File: config.mk
export PLATFORM = sky130hd
export DESIGN_NAME = rr_decode_arbiter
export DESIGN_NICKNAME = d
export VERILOG_FILES = /design/src/rtl/rr_decode_arbiter_pkg.sv /design/src/rtl/rr_decode_arbiter_pick.sv /design/src/rtl/rr_decode_arbiter.sv
export SDC_FILE = /design/constraint.sdc
export NUM_CORES = 1
export LEC_CHECK = 0
export ABC_AREA = 0
export ABC_CLOCK_PERIOD_IN_PS = 6720
export CORE_UTILIZATION = 50
export CTS_CLUSTER_SIZE = 40
export DETAILED_ROUTE_END_ITERATION = 16
export PLACE_DENSITY = 0.71
export SYNTH_ARGS = -nofsm -noshare
export SYNTH_HDL_FRONTEND = slang
export SYNTH_HIERARCHICAL = 1
export SYNTH_SLANG_ARGS = --single-unit
File: constraint.sdc
create_clock -name clk -period 6.72 [get_ports clk]
set_input_delay 1.008 -clock clk [delete_from_list [all_inputs] [get_ports clk]]
set_output_delay 1.008 -clock clk [all_outputs]
set_load 0.01 [all_outputs]
File: src/rtl/rr_decode_arbiter_pkg.sv
// Shared constants, state encoding and sizing helper for the round-robin
// decoder arbiter.
package rr_decode_arbiter_pkg;

  localparam int unsigned N_REQ = 16;
  localparam int unsigned IDX_W = 4;

  typedef enum logic [1:0] {
    ST_IDLE  = 2'b00,
    ST_GRANT = 2'b01,
    ST_GAP   = 2'b10
  } state_e;

  // Hold counter width: clog2(max_hold+1), never narrower than one bit.
  function automatic int unsigned hold_w(input int unsigned max_hold);
    return (max_hold == 0) ? 1 : $clog2(max_hold + 1);
  endfunction

endpackage

File: src/rtl/rr_decode_arbiter_pick.sv
// Combinational round-robin pick: first set request at or after ptr, mod 16.
module rr_pick
  import rr_decode_arbiter_pkg::*;
(
  input  logic [N_REQ-1:0] req,
  input  logic [IDX_W-1:0] ptr,
  output logic             any,
  output logic [IDX_W-1:0] idx
);

  logic [2*N_REQ-1:0] dbl;
  logic [N_REQ-1:0]   rot;
  logic [IDX_W-1:0]   off;

  always_comb begin
    dbl = {req, req} >> ptr;
    rot = dbl[N_REQ-1:0];
    any = |rot;
    off = '0;
    // Descending scan so the lowest set bit of the rotated vector wins.
    for (int unsigned i = N_REQ; i > 0; i--) begin
      if (rot[i-1]) off = IDX_W'(i - 1);
    end
    idx = off + ptr;
  end

endmodule

File: src/rtl/rr_decode_arbiter.sv
// Round-robin arbiter driving the select/enable of a shared 4-to-16 decoder,
// with a hold limit and one dead cycle between consecutive grants.
module rr_decode_arbiter
  import rr_decode_arbiter_pkg::*;
#(
  parameter int unsigned MAX_HOLD = 8
) (
  input  logic             clk,
  input  logic             rst_n,
  input  logic             arb_en,
  input  logic [N_REQ-1:0] req,
  output logic [IDX_W-1:0] sel,
  output logic             en,
  output logic             busy,
  output logic             timeout
);

  localparam int unsigned HC_W = hold_w(MAX_HOLD);

  state_e           state_q;
  logic [IDX_W-1:0] sel_q;
  logic [IDX_W-1:0] ptr_q;
  logic [HC_W-1:0]  hold_q;
  logic             en_q;
  logic             busy_q;
  logic             tmo_q;

  logic             pick_any;
  logic [IDX_W-1:0] pick_idx;
  logic             release_hit;
  logic             hold_hit;

  rr_pick u_pick (
    .req (req),
    .ptr (ptr_q),
    .any (pick_any),
    .idx (pick_idx)
  );

  assign release_hit = ~req[sel_q];
  assign hold_hit    = (MAX_HOLD != 0) && (hold_q == HC_W'(MAX_HOLD));

  always_ff @(posedge clk or negedge rst_n) begin
    if (!rst_n) begin
      state_q <= ST_IDLE;
      sel_q   <= '0;
      ptr_q   <= '0;
      hold_q  <= '0;
      en_q    <= 1'b0;
      busy_q  <= 1'b0;
      tmo_q   <= 1'b0;
    end else begin
      tmo_q <= 1'b0;
      case (state_q)
        ST_GRANT: begin
          if (release_hit || hold_hit) begin
            state_q <= ST_GAP;
            en_q    <= 1'b0;
            ptr_q   <= sel_q + 1'b1;
            tmo_q   <= ~release_hit;
          end else if (hold_q != '1) begin
            hold_q  <= hold_q + 1'b1;
          end
        end
        // IDLE, GAP and the unused encoding share the launch decision.
        default: begin
          if (arb_en && pick_any) begin
            state_q <= ST_GRANT;
            sel_q   <= pick_idx;
            en_q    <= 1'b1;
            busy_q  <= 1'b1;
            hold_q  <= HC_W'(1);
          end else begin
            state_q <= ST_IDLE;
            busy_q  <= 1'b0;
          end
        end
      endcase
    end
  end

  assign sel     = sel_q;
  assign en      = en_q;
  assign busy    = busy_q;
  assign timeout = tmo_q;

endmodule

==> run metrics <==
postcts setup bufs 0; clock sink count 17; Worst Setup End Kind register; hold violation total from the final report 0; clk slew on worst S/H paths 70 ps; most frequent CP cell mux2_2; # rows 23; setup ws final 2280 ps; largest area contributor in the netlist dfrtp_1; first-pass GRT wire length 8.49 mm; core box area 4090 um2; Die Span X 68.1 um; hold depth 2; vias 1,823; type of the worst min-delay path register to register; leading cell types by count after synthesis mux2_2 (19), dfrtp_1 (17), nand2_1 (17), mux4_2 (16), mux2i_1 (12); DRT Pass-1 Iters 4; Post-Syn Nets 239; DR vias/cell 6.51; largest net degree at the start of global routing 21; Cell Chain, Critical Path clkdlybuf4s50_1 > mux4_2 > mux2_2 > or3b_1 > a221o_1 > a21boi_1 > o31a_1 > ha_1 > a21o_1 > a21oi_1 > xor2_1 > xnor2_1 > mux2_2; status completed; post-cts resize count 0; fin crit share 0.661; Top delay family on crit path multiplexers; layout cell share with drive strength beyond 1 0.235; cells after synthesis 213; minimum clock period 4440 ps; post-layout util 0.603; Clk pwr share 0.057; worst vdd ir 0.340 mV; area occupied by multi-input gates 1650 um2; Comb pwr share 0.730; Final Cell Area 2460 um2; total wire length 5.30 mm; final hold slack 486 ps; Layout fillers 363; htree depth 1; DRT iter0 DRCs 161; Fin Setup TNS 0 ps; Synth Register Bits 17; reg2reg path depth 12; R2R Path End sel[3]$_DFFE_PN0P_; Critical Path Start Type input port; worst reg2reg startpoint ptr_q[1]$_DFFE_PN0P_; Cell Area, Synth 2180 um2; Seq pwr share 0.213; Max-slew headroom 0.299; hold_sp busy$_DFFE_PN0P_; P_sw 637 uW; CTS Hold Bufs 0; Place WS 2050 ps; Synth top area share 0.195; Max Cap Viol 0; number of synthesized flops with an enable pin 0; DRC viols 0; Worst Setup Path Type input port to register; Final Power 1.32 mW; die height 68.1 um; GPL Wtd Cong 0.859; deepest clock path buffer count 2; Crit-path slowest cell mux4_2; CP required 6860 ps; Final ANT Viol Nets 0; synth warn 6; RSZ-0062 raised after global routing no; cell total after placement 276; Power Internal 686 uW; Final setup viols 0; vias in the first global route 1,671; Syn Area/Cell 10.2 um2; Crit path largest cell delay 540 ps; synth unique cells 63; most numerous cell in the Yosys netlist mux2_2; IO Pins 26; fmax 225 MHz; clk_lat worst skew 250 ps; WL/cell 18.9 um; starting density of the core 0.534; root buffer cell clkbuf_8; PortBufs 25; switch share 0.481; area taken by flip-flops and latches 425 um2; synthesis-to-layout area growth 12.8%; area of placed instances 2420 um2; CTS tree done; GRT Overall Usage 0.246; Worst-Margin Slew 1050 ps; Top FF cell, synth dfrtp_1; asr flop ratio synth 1.00; Area contributors post-synth dfrtp_1 (19%), mux4_2 (17%), mux2_2 (9.8%), mux2i_1 (5.5%), ha_1 (3.4%); initial antenna violation count 0; Clock Skews 5.53 ps; Max FO, Critical Path 6; Nets 257; sequential cell area fraction in the yosys report 0.195; TritonCTS Buffers 3; Pleak 0.961 nW; # diodes 0; die area 4630 um2; Worst EP arrival 4580 ps; reg2reg setup slack 2410 ps; total gr overflow 0; HPWL Detailed 4.07 mm; WP buf/inv 1; pwr/cell area 537 nW/um2; Hold Path Sink busy$_DFFE_PN0P_; Max Slew Vio Count 0; fin cells 280
## power groups by stage
stage               Combinational, mW  Sequential, mW  Clock [mW]
finish                          0.966           0.281      0.0758
CTS                             0.960           0.283      0.0776
floorplan                       0.847           0.197           0
detailed placement              0.954           0.283           0
global placement                0.946           0.282           0
global route                     1.05           0.296      0.0819
## worst register-to-register path: stages, from the launching register on
cell      delay (ps)
dfrtp_1         1040
mux4_2           670
mux2i_1          280
or3b_1           400
a221o_1          350
a21boi_1         140
o31a_1           190
ha_1             240
a21o_1           160
a21oi_1          160
xor2_1           200
xnor2_1          100
mux2_2           260
## layout make-up
type                       instances  share of cell area
clock buffer                       4              0.0183
inverter                           8              0.0122
sequential                        17               0.173
multi-input combinational        176               0.670
tap                               50              0.0254
timing repair buffer              25               0.102
## layer usage
metal  global-route usage  part of all wire  vias up
met5                    0                 0        -
met4               0.0417            0.0079        0
met3               0.0217             0.029        4
met2                0.384              0.46       36
met1                0.372              0.50      909
li1                     -                 -      874
## worst max-delay path by stage
stage,cells after the start,start,endpoint
after global routing,12,ptr_q[1]$_DFFE_PN0P_,sel[3]$_DFFE_PN0P_
after detailed placement,13,req[11],sel[3]$_DFFE_PN0P_
final,13,req[11],sel[3]$_DFFE_PN0P_
after floorplan,12,req[11],sel[3]$_DFFE_PN0P_
after CTS,13,req[11],sel[3]$_DFFE_PN0P_
after global placement,13,req[11],sel[3]$_DFFE_PN0P_
## registers in the layout (all words and copies together) (netlist names)
| signal | flops |
|---|---|
| hold_q | 4 |
| ptr_q | 4 |
| sel | 4 |
| state_q | 2 |
| busy | 1 |
| en | 1 |
| timeout | 1 |
## cells in the final DEF (no fill, tap or decap), drive strengths merged, types with 2 or more instances in the layout
master / n
o211ai: 5
a21boi: 2
a222oi: 2
mux2: 25
a2111oi: 2
nor3: 2
nand2: 17
o21ai: 4
ha: 6
nor2: 9
nand2b: 4
inv: 8
nand3: 6
dfrtp: 17
mux2i: 14
clkdlybuf4s50: 25
mux4: 16
clkbuf: 4
and2: 4
nand4: 4
and3: 4
xnor2: 2
a31oi: 4
and4: 2
nor2b: 3
nand3b: 3
a21o: 2
a21oi: 10
xor2: 3
## logic make-up after synthesis
family	count (synthesis)	synth area share
simple gates	63	0.157
mux	55	0.373
compound gates	46	0.163
buf+inv	20	0.0493
flops	17	0.195
fa+ha+maj	7	0.0436
xor+xnor	5	0.0201
Power figures use the tool's default switching activity.
